File: config.mk
export PLATFORM = sky130hd
export DESIGN_NAME = traffic_gen_mc
export DESIGN_NICKNAME = d
export VERILOG_FILES = /design/src/rtl/traffic_gen_mc.sv
export SDC_FILE = /design/constraint.sdc
export NUM_CORES = 1
export LEC_CHECK = 0
export BUFFER_PORTS_ARGS = -buffer_cell sky130_fd_sc_hd__buf_2
export CORE_ASPECT_RATIO = 0.5
export CORE_UTILIZATION = 65
export DETAILED_ROUTE_END_ITERATION = 7
export PLACE_DENSITY = 0.92
export SETUP_SLACK_MARGIN = 0.05
export SLEW_MARGIN = 20
export SYNTH_ARGS = -nofsm -noshare
export SYNTH_HDL_FRONTEND = slang
export SYNTH_HIERARCHICAL = 1
export SYNTH_SLANG_ARGS = --single-unit
File: constraint.sdc
create_clock -name clk -period 17 [get_ports clk]
set_input_delay 2.55 -clock clk [delete_from_list [all_inputs] [get_ports clk]]
set_output_delay 2.55 -clock clk [all_outputs]
set_load 0.02 [all_outputs]
File: src/rtl/traffic_gen_mc.sv
// Multi-channel NoC traffic injector: per-channel LFSR generator, show-ahead queue, saturating statistics.
// Optional TG_SELF_CHECK_EN adds rx destination inputs and counts misrouted arrivals in o_err_count.

// Show-ahead FIFO; the head entry is presented combinationally from storage.
// Latency: an entry written at edge t is at the head in cycle t+1 when the FIFO was empty.
// Backpressure: a push while full is accepted only if a pop happens in the same cycle.
module tg_fifo #(
   parameter int WIDTH = 8,
   parameter int DEPTH = 8
) (
   input  logic             clk,
   input  logic             reset,
   input  logic             push,
   input  logic [WIDTH-1:0] push_dat,
   input  logic             pop,
   output logic [WIDTH-1:0] head_dat,
   output logic             empty,
   output logic             full
);
   localparam int AW = $clog2(DEPTH);

   logic [WIDTH-1:0] mem [DEPTH];
   logic [AW-1:0]    rd_ptr;
   logic [AW-1:0]    wr_ptr;
   logic [AW:0]      count;
   logic             do_push;
   logic             do_pop;

   assign empty    = (count == '0);
   assign full     = (count == (AW+1)'(DEPTH));
   assign do_pop   = pop && !empty;
   assign do_push  = push && (!full || do_pop);
   assign head_dat = mem[rd_ptr];

   always_ff @(posedge clk) begin
      if (reset) begin
         rd_ptr <= '0;
         wr_ptr <= '0;
         count  <= '0;
      end else begin
         if (do_push) wr_ptr <= wr_ptr + 1'b1;
         if (do_pop)  rd_ptr <= rd_ptr + 1'b1;
         case ({do_push, do_pop})
            2'b10:   count <= count + 1'b1;
            2'b01:   count <= count - 1'b1;
            default: count <= count;
         endcase
      end
   end

   always_ff @(posedge clk) begin
      if (do_push) mem[wr_ptr] <= push_dat;
   end
endmodule

// Traffic injector top: one generator + queue per router input channel.
// Latency: packet generated in cycle t is at the channel head in t+1 if its queue was empty.
// Backpressure: i_en gates pops; generation into a full, non-popping queue is dropped and counted.
module traffic_gen_mc #(
   parameter int          CHANNELS    = 5,
   parameter int          X_NODES     = 4,
   parameter int          Y_NODES     = 4,
   parameter int          X_LOC       = 0,
   parameter int          Y_LOC       = 0,
   parameter int          RATE_PCT    = 30,
   parameter int          BURST_LEN   = 1,
   parameter int          QUEUE_DEPTH = 8,
   parameter int          ANT_PERIOD  = 100,
   parameter int          CNT_W       = 32,
   parameter logic [15:0] SEED        = 16'hACE1,
   localparam int         XW          = $clog2(X_NODES + 1),
   localparam int         YW          = $clog2(Y_NODES + 1)
) (
   input  logic                   clk,
   input  logic                   reset,
   input  logic                   i_start,
   input  logic [CHANNELS-1:0]    i_en,
   input  logic [CHANNELS-1:0]    i_rx_val,
`ifdef TG_SELF_CHECK_EN
   input  logic [CHANNELS*XW-1:0] i_rx_x_dest,
   input  logic [CHANNELS*YW-1:0] i_rx_y_dest,
`endif
   output logic [CHANNELS-1:0]    o_data_val,
   output logic [CHANNELS*XW-1:0] o_x_src,
   output logic [CHANNELS*YW-1:0] o_y_src,
   output logic [CHANNELS*XW-1:0] o_x_dest,
   output logic [CHANNELS*YW-1:0] o_y_dest,
   output logic [CHANNELS-1:0]    o_ant,
   output logic                   o_busy,
   output logic [CNT_W-1:0]       o_gen_count,
   output logic [CNT_W-1:0]       o_tx_count,
   output logic [CNT_W-1:0]       o_rx_count,
   output logic [CNT_W-1:0]       o_drop_count,
   output logic [CNT_W-1:0]       o_err_count
);
   localparam logic [15:0]   LFSR_MASK = 16'hB400;
   localparam int            ENT_W     = 1 + YW + XW;
   localparam int            BW        = (BURST_LEN > 1) ? $clog2(BURST_LEN) : 1;
   localparam int            PW        = (ANT_PERIOD > 1) ? $clog2(ANT_PERIOD) : 1;
   localparam bit            MULTI     = (BURST_LEN > 1);
   localparam bit            ANT_EN    = (ANT_PERIOD != 0);
   localparam logic [7:0]    RATE8     = 8'(RATE_PCT);
   localparam logic [15:0]   XN16      = 16'(X_NODES);
   localparam logic [15:0]   YN16      = 16'(Y_NODES);
   localparam logic [XW-1:0] XLOC_V    = XW'(X_LOC);
   localparam logic [YW-1:0] YLOC_V    = YW'(Y_LOC);

   typedef enum logic [1:0] {IDLE, RUN, DRAIN} ctl_state_t;
   typedef enum logic {GEN_IDLE, GEN_BURST} gen_state_t;

   ctl_state_t          state;
   logic                run;
   logic [31:0]         time_cnt;
   logic [PW-1:0]       ant_phase;
   logic                ant_now;
   logic [CHANNELS-1:0] head_vld;
   logic [CHANNELS-1:0] push_vld;
   logic [CHANNELS-1:0] pop_vld;
   logic [CHANNELS-1:0] drop_vld;

   // Headroom in the CNT_W+1 sum assumes CHANNELS < 2**CNT_W.
   function automatic logic [CNT_W-1:0] sat_add(input logic [CNT_W-1:0] cnt,
                                                input logic [CHANNELS-1:0] ev);
      logic [CNT_W:0] sum;
      sum = {1'b0, cnt};
      for (int i = 0; i < CHANNELS; i++) sum = sum + (CNT_W+1)'(ev[i]);
      return sum[CNT_W] ? '1 : sum[CNT_W-1:0];
   endfunction

   assign run     = (state == RUN);
   assign o_busy  = (state != IDLE);
   assign ant_now = ANT_EN && (ant_phase == '0);

   always_ff @(posedge clk) begin
      if (reset) begin
         state <= IDLE;
      end else begin
         case (state)
            IDLE:    if (i_start) state <= RUN;
            RUN:     if (!i_start) state <= DRAIN;
            DRAIN:   if (i_start) state <= RUN;
                     else if (head_vld == '0) state <= IDLE;
            default: state <= IDLE;
         endcase
      end
   end

   // ant_phase tracks time_cnt % ANT_PERIOD, restarting when the 32-bit time wraps.
   always_ff @(posedge clk) begin
      if (reset) begin
         time_cnt  <= '0;
         ant_phase <= '0;
      end else begin
         time_cnt  <= time_cnt + 1'b1;
         ant_phase <= (time_cnt == '1 || ant_phase == PW'(ANT_PERIOD - 1)) ? '0 : ant_phase + 1'b1;
      end
   end

   for (genvar c = 0; c < CHANNELS; c++) begin : g_ch
      localparam logic [31:0] SEED_MUL = 32'h1F35 * (c + 1);
      localparam logic [15:0] SEED_RAW = SEED ^ SEED_MUL[15:0];
      localparam logic [15:0] SEED_C   = (SEED_RAW == 16'h0) ? 16'h0001 : SEED_RAW;

      logic [15:0]      lfsr;
      logic [6:0]       trig_pct;
      logic             trig;
      logic [XW-1:0]    x_dest;
      logic [YW-1:0]    y_dest;
      gen_state_t       gen_st;
      logic [BW-1:0]    remain;
      logic [ENT_W-1:0] push_dat;
      logic [ENT_W-1:0] head_dat;
      logic             q_empty;
      logic             q_full;

      always_ff @(posedge clk) begin
         if (reset) lfsr <= SEED_C;
         else       lfsr <= {1'b0, lfsr[15:1]} ^ (lfsr[0] ? LFSR_MASK : 16'h0000);
      end

      assign trig_pct = 7'(({7'd0, lfsr[15:8]} * 15'd100) >> 8);
      assign trig     = ({1'b0, trig_pct} < RATE8);
      assign x_dest   = XW'(({8'd0, lfsr[7:0]} * XN16) >> 8);
      assign y_dest   = YW'(({8'd0, lfsr[11:4]} * YN16) >> 8);

      // The trigger cycle emits the first packet; GEN_BURST emits the remaining BURST_LEN-1.
      assign push_vld[c] = run && ((gen_st == GEN_IDLE && trig) || gen_st == GEN_BURST);
      assign push_dat    = {ant_now, y_dest, x_dest};

      always_ff @(posedge clk) begin
         if (reset || !run) begin
            gen_st <= GEN_IDLE;
            remain <= '0;
         end else if (gen_st == GEN_IDLE) begin
            if (MULTI && trig) begin
               gen_st <= GEN_BURST;
               remain <= BW'(BURST_LEN - 1);
            end
         end else begin
            remain <= remain - 1'b1;
            if (remain == BW'(1)) gen_st <= GEN_IDLE;
         end
      end

      tg_fifo #(.WIDTH(ENT_W), .DEPTH(QUEUE_DEPTH)) u_q (
         .clk      (clk),
         .reset    (reset),
         .push     (push_vld[c]),
         .push_dat (push_dat),
         .pop      (pop_vld[c]),
         .head_dat (head_dat),
         .empty    (q_empty),
         .full     (q_full)
      );

      assign head_vld[c] = ~q_empty;
      assign pop_vld[c]  = ~q_empty & i_en[c];
      assign drop_vld[c] = push_vld[c] & q_full & ~pop_vld[c];

      assign o_data_val[c]         = ~q_empty;
      assign o_ant[c]              = ~q_empty & head_dat[ENT_W-1];
      assign o_x_dest[c*XW +: XW]  = q_empty ? '0 : head_dat[XW-1:0];
      assign o_y_dest[c*YW +: YW]  = q_empty ? '0 : head_dat[XW +: YW];
      assign o_x_src[c*XW +: XW]   = q_empty ? '0 : XLOC_V;
      assign o_y_src[c*YW +: YW]   = q_empty ? '0 : YLOC_V;
   end

   always_ff @(posedge clk) begin
      if (reset) begin
         o_gen_count  <= '0;
         o_tx_count   <= '0;
         o_rx_count   <= '0;
         o_drop_count <= '0;
      end else begin
         o_gen_count  <= sat_add(o_gen_count, push_vld);
         o_tx_count   <= sat_add(o_tx_count, pop_vld);
         o_rx_count   <= sat_add(o_rx_count, i_rx_val);
         o_drop_count <= sat_add(o_drop_count, drop_vld);
      end
   end

`ifdef TG_SELF_CHECK_EN
   logic [CHANNELS-1:0] err_vld;

   for (genvar c = 0; c < CHANNELS; c++) begin : g_err
      assign err_vld[c] = i_rx_val[c] & ((i_rx_x_dest[c*XW +: XW] != XLOC_V) |
                                         (i_rx_y_dest[c*YW +: YW] != YLOC_V));
   end

   always_ff @(posedge clk) begin
      if (reset) o_err_count <= '0;
      else       o_err_count <= sat_add(o_err_count, err_vld);
   end
`else
   assign o_err_count = '0;
`endif
endmodule

# == Yosys cells after proc, flatten, opt, wreduce, memory -nomap -nowiden ==
# Memory sizes are Yosys's and may differ from the RTL's. A register that Yosys moved wholly into a read port is not among the register bits.
# Cells that the tools add are included.
# totals
latch_bits,0
ramBits,200
rom_bits,0
reg_bits,309
inputBits,13
n_memories,5
output_inout_bits,231
# memory_table
memory,depth,word_bits,rd,rd_clocked_by_memory_dff,write_ports,line,rtl
g_ch[0].u_q.mem,8,5,1,1,1,22,logic [WIDTH-1:0] mem [DEPTH];
g_ch[1].u_q.mem,8,5,1,1,1,22,
g_ch[2].u_q.mem,8,5,1,1,1,22,
g_ch[3].u_q.mem,8,5,1,1,1,22,
g_ch[4].u_q.mem,8,5,1,1,1,22,
# op_classes
n_addsub,47
shifts,0
n_reduce_logical,64
muxes,54
n_eq_ne,22
bitwise,40
n_div,0
n_lt_le_gt_ge,5
multipliers,5
# op_table
cell,count
$add A33 B1 Y33,16
$add A32 B1 Y33,4
$mux W32,4
$mux W16,5
$xor A15 B16 Y16,5
$mul A8 B5 Y13 const B,5
$mux W3,20
$pmux W4 S2,5
$lt A7 B5 Y1 const B,5
$add A32 B1 Y32 const B,1
$eq A32 B32 Y1 const B,1
$add A3 B1 Y3 const B,10
$add A4 B1 Y4 const B,5
$and A1 B1 Y1,20
$eq A4 B4 Y1 const B,5
$logic_and A1 B1 Y1,20
$logic_not A4 Y1,5
$sub A4 B1 Y4 const B,5
$mux W1,15
$not A1 Y1,15
$eq A2 B1 Y1 const B,6
$eq A2 B2 Y1 const B,6
$logic_or A1 B1 Y1,12
$reduce_bool A2 Y1,6
13 further kinds,36

# == Logic depth before layout (Yosys ltp) ==
# depth
word_depth,13
depth_mapped,24
ltp_nobuf,24

# == Modules after synthesis ==
# Netlist, hierarchy kept.
# modules_own_cells
mod,cells_per_inst,n_inst,area_each_um2,seq_area_each_um2
tg_fifo,165,5,2899.0,1941.9
traffic_gen_mc,1549,1,14370.0,5185.0

# == Least setup slack after synthesis ==
# OpenSTA, ideal clock, no wires.
# synth_path
path_kind,in2reg
start,in i_en[0]
end,reg o_tx_count[21]
t_required_ns,16.922
arrival_time_ns,6.004
path_slack_ns,10.919
path_stages,13
path_cell_list,nor2b_1 > fa_1 > inv_1 > fa_1 > inv_1 > ha_1 > inv_1 > fa_1 > nand2b_1 > a2111oi_2 > nand4_1 > and4_1 > nor3_1
# synth_via
elab_chain_len,7
# synth_lines
element,line,rtl
start: declaration,77,"input logic [CHANNELS-1:0] i_en,"
$and A1 B1 Y1,217,assign pop_vld[c] = ~q_empty & i_en[c];
$add A32 B1 Y33,126,for (int i = 0; i < CHANNELS; i++) sum = sum + (CNT_W+1)'(ev[i]);
$add A33 B1 Y33 (4 in a row),126,
$mux W32,127,return sum[CNT_W] ? '1 : sum[CNT_W-1:0];
end signal: assignment,236,"o_tx_count <= sat_add(o_tx_count, pop_vld);"
end: declaration,91,"output logic [CNT_W-1:0] o_tx_count,"
# No other way between the ends.
# A chain may end at the register's enable or synchronous reset.

# == Worst setup path in the final report ==
# layout_path
start,reg g_ch[0].lfsr[11]
end,reg o_gen_count[29]
# layout_via
elab_chain_len,11
# layout_lines
element,line,rtl
start: declaration,164,logic [15:0] lfsr;
start signal: assignment,178,"else lfsr <= {1'b0, lfsr[15:1]} ^ (lfsr[0] ? LFSR_MASK : 16'h0000);"
$mul A8 B5 Y13,181,"assign trig_pct = 7'(({7'd0, lfsr[15:8]} * 15'd100) >> 8);"
$lt A7 B5 Y1,182,"assign trig = ({1'b0, trig_pct} < RATE8);"
$logic_and A1 B1 Y1,187,assign push_vld[c] = run && ((gen_st == GEN_IDLE && trig) || gen_st == GEN_BURST);
$logic_or A1 B1 Y1,187,
$logic_and A1 B1 Y1,187,
via push_vld[0],117,logic [CHANNELS-1:0] push_vld;
$add A32 B1 Y33,126,
$add A33 B1 Y33 (4 in a row),126,
$mux W32,127,
end signal: assignment,235,"o_gen_count <= sat_add(o_gen_count, push_vld);"
end: declaration,90,"output logic [CNT_W-1:0] o_gen_count,"
# The timed path passes the listed nets, and every way through them passes these cells.

==> flow_summary.json <==
{
  "grt_use_met2": 0.4891,
  "vias": 19240,
  "holdBufCountCts": 0,
  "period_minus_slack_ns": 7.516,
  "start_kind": "flop",
  "synth_xor_xnor_area_share": 0.05765,
  "r2r_start": "g_ch[0].lfsr[11]",
  "startpoint": "g_ch[0].lfsr[11]",
  "cp.arrival_ns": 8.02,
  "antenna_found_initial": 1,
  "synthAdderAreaFrac": 0.09328,
  "track_usage": 0.2693,
  "cts_tree": "yes",
  "cts_buffers": 50,
  "h-tree-depth": 2,
  "worstMarginPinSlew_ns": 1.067,
  "synth_cells": 2374,
  "use_met1": 0.3282,
  "yosysMostFrequentCell": "dfxtp_1",
  "ys_top_cells_by_count": "dfxtp_1 (324), edfxtp_1 (280), ha_1 (172)",
  "status": "complete, no violations",
  "overflow": 0,
  "clk_pin_slew_ns": 0.07,
  "fin_worst_skew_ns": 0.02746,
  "synth-edff-count": 280,
  "cp-end-kind": "flop",
  "insertion_delay_ns": 0.59,
  "reg2reg_slack_ns": 9.48,
  "critPathKind": "flop to flop",
  "muxShareOfSynthArea": 0.08535,
  "yosysTopAreaCellShare": 0.2913,
  "regArea_um2": 14890,
  "first_pass_iters": 5,
  "grt_pass1_vias": 18910,
  "grt_max_degree": 149,
  "worstHoldStart": "g_ch[0].lfsr[3]",
  "cts_buffer_depth": 3,
  "first_iter_violations": 1394,
  "required_ns": 17.50,
  "hold_viol": 0,
  "num_rows": 54,
  "ys.flop_type": "dfxtp_1",
  "synth_seq_area_share": 0.5160,
  "grt.busiest_layer": "met2",
  "place_area_um2": 30200,
  "io_pins": 244,
  "synth_top_family_by_area": "simple AND/OR/NAND/NOR gates",
  "synth-compound-area-share": 0.07000,
  "drc": 0,
  "cts_root_buf": "clkbuf_16",
  "ys_seq_elements": 604,
  "gp_congestion": 0.8452,
  "die_area_um2": 45310,
  "dpl.cell_count": 3144,
  "fp.coreArea_um2": 43710,
  "cts_resized": 0,
  "portBuffers": 181,
  "synth_cell_types": 75,
  "die_w_um": 300.0,
  "fin_setup_tns_ns": 0,
  "design_area_um2": 31940,
  "avgSynthCellArea_um2": 12.16,
  "diodes": 0,
  "die_y_um": 151.0,
  "synth_top_area_cell": "edfxtp_1",
  "hold_path.class": "flop to flop",
  "p_leak_nw": 12.89,
  "synthArstFlopShare": 0,
  "finalSetupViolations": 0,
  "cp_max_fo": 27,
  "cts_num_sinks": 604,
  "synth-simple-area-share": 0.1322,
  "final_nets": 2821,
  "dp_hpwl_um": 39910,
  "grt_pass1_wl_um": 97150,
  "maxSlewHeadroom": 0.2833,
  "max-cap-violations": 0,
  "yosysWarnings": 6,
  "slew_violations": 0,
  "multi_input_area_um2": 13250,
  "area_delta_synth_final_pct": 10.65,
  "synth_area_leaders": "edfxtp_1 (29%), dfxtp_1 (22%), ha_1 (7.5%)",
  "min_period_over_period": 0.4421,
  "totalWireLength_um": 62340,
  "netlist_area_um2": 28870,
  "power_density_nw_per_um2": 100.4,
  "vias_per_cell": 5.940,
  "wl_per_cell_um": 19.25,
  "initial_core_util": 0.6603,
  "ant_nets": 0,
  "rsz0062_at_grt": "false",
  "drive_gt1_frac": 0.1491,
  "vdd_ir_drop_max_mv": 0.07426,
  "final.fill_count": 2610,
  "postCtsSetupRepairBufs": 0,
  "max_freq_ghz": 0.1331,
  "grt_use_met3": 0.04260,
  "post_layout_nonfiller_instances": 3238
}
==> metrics by stage <==
stage	power [mW]	util	worst slack, ns	hold WS (ns)
floorplan	1.920	-	10.92	0.3895
global placement	1.981	0.6905	9.608	0.3961
detailed placement	2.017	0.6908	9.482	0.3966
CTS	3.212	0.7295	9.624	0.4135
global route	3.314	0.7307	9.125	0.4266
finish	3.207	0.7307	9.484	0.4107
==> registers in the layout (all words and copies together), names as in the netlist, named ones only <==
name,cells
g_ch.u_q/mem,280
g_ch.lfsr,80
o_drop_count,32
o_gen_count,32
o_rx_count,32
o_tx_count,32
time_cnt,32
g_ch.u_q/count,20
g_ch.u_q/rd_ptr,15
g_ch.u_q/wr_ptr,15
ant_phase,7
g_ch.gen_st,5
g_ch.remain,5
state,2
==> placed cells by master, fill, tap and decap left out, types with 22 or more instances in the layout <==
cell and count:
nand2b_1 36, nor2b_1 77, mux4_1 70, nand3_1 62, dfxtp_1 324, fa_1 27
a21oi_1 146, or2_2 46, xor2_1 97, nor2_1 170, mux2i_1 23, ha_1 172
and3_1 48, nand2_1 76, and4_1 22, nand4_1 32, conb_1 142, o21ai_0 25
clkbuf_16 52, mux2_2 35, buf_2 180, edfxtp_1 280, xnor2_1 93, nor3_1 34
inv_1 103
==> worst paths after layout <==
check,end,cells past startpoint
setup / recovery,o_gen_count[29],22
hold / removal,g_ch[0].lfsr[2],1
setup reg to reg,o_gen_count[29],22
hold reg to reg,g_ch[0].lfsr[2],1
==> cell families (layout without fill, tap and decap cells) <==
logic type	count (synthesis)	count (layout)
muxes	128	128
and+or+nand+nor	693	693
AOI/OAI and AO/OA	309	309
DFF	604	604
xor gates and xnor gates	190	190
other	1	142
adders and majority gates	199	199
buffers and inverters	250	385
==> routing by layer <==
layer  part of all wire  vias up  wire length [um]
met5                  0        -                 0
li1                   -     8912                 -
met2               0.51      746             31940
met3              0.059      181              3696
met1               0.40     9396             24680
met4              0.033        0              2028
==> final cells by class <==
cell class,instances,share of cell area
Clock inverter,24,0.007717
Multi-Input combinational cell,1661,0.4148
Timing Repair Buffer,189,0.03079
Inverter,103,0.01210
Tap cell,588,0.02303
Sequential cell,604,0.4663
Clock buffer,69,0.04524
==> power breakdown <==
part           internal [mW]  switching (mW)
clock                  0.660           0.532
combinational          0.164           0.259
sequential              1.56          0.0340
==> worst max-delay path, cell delays in order (launching register included) <==
cell and delay, ns:
dfxtp_1 0.57, ha_1 0.34, ha_1 0.32, fa_1 0.46, ha_1 0.33, o21ai_0 0.22, o21ba_2 0.23, a221oi_1 0.31
a21oi_1 0.13, o31ai_1 0.32, and2_1 0.55, fa_1 0.51, inv_1 0.07, fa_1 0.41, inv_1 0.08, ha_1 0.20
fa_1 0.22, a21oi_1 0.15, or4b_4 0.58, nor4_4 0.52, nand3_4 0.39, and4_1 0.34, nor3_2 0.15
No activity file was read; power rests on OpenSTA's default activity.
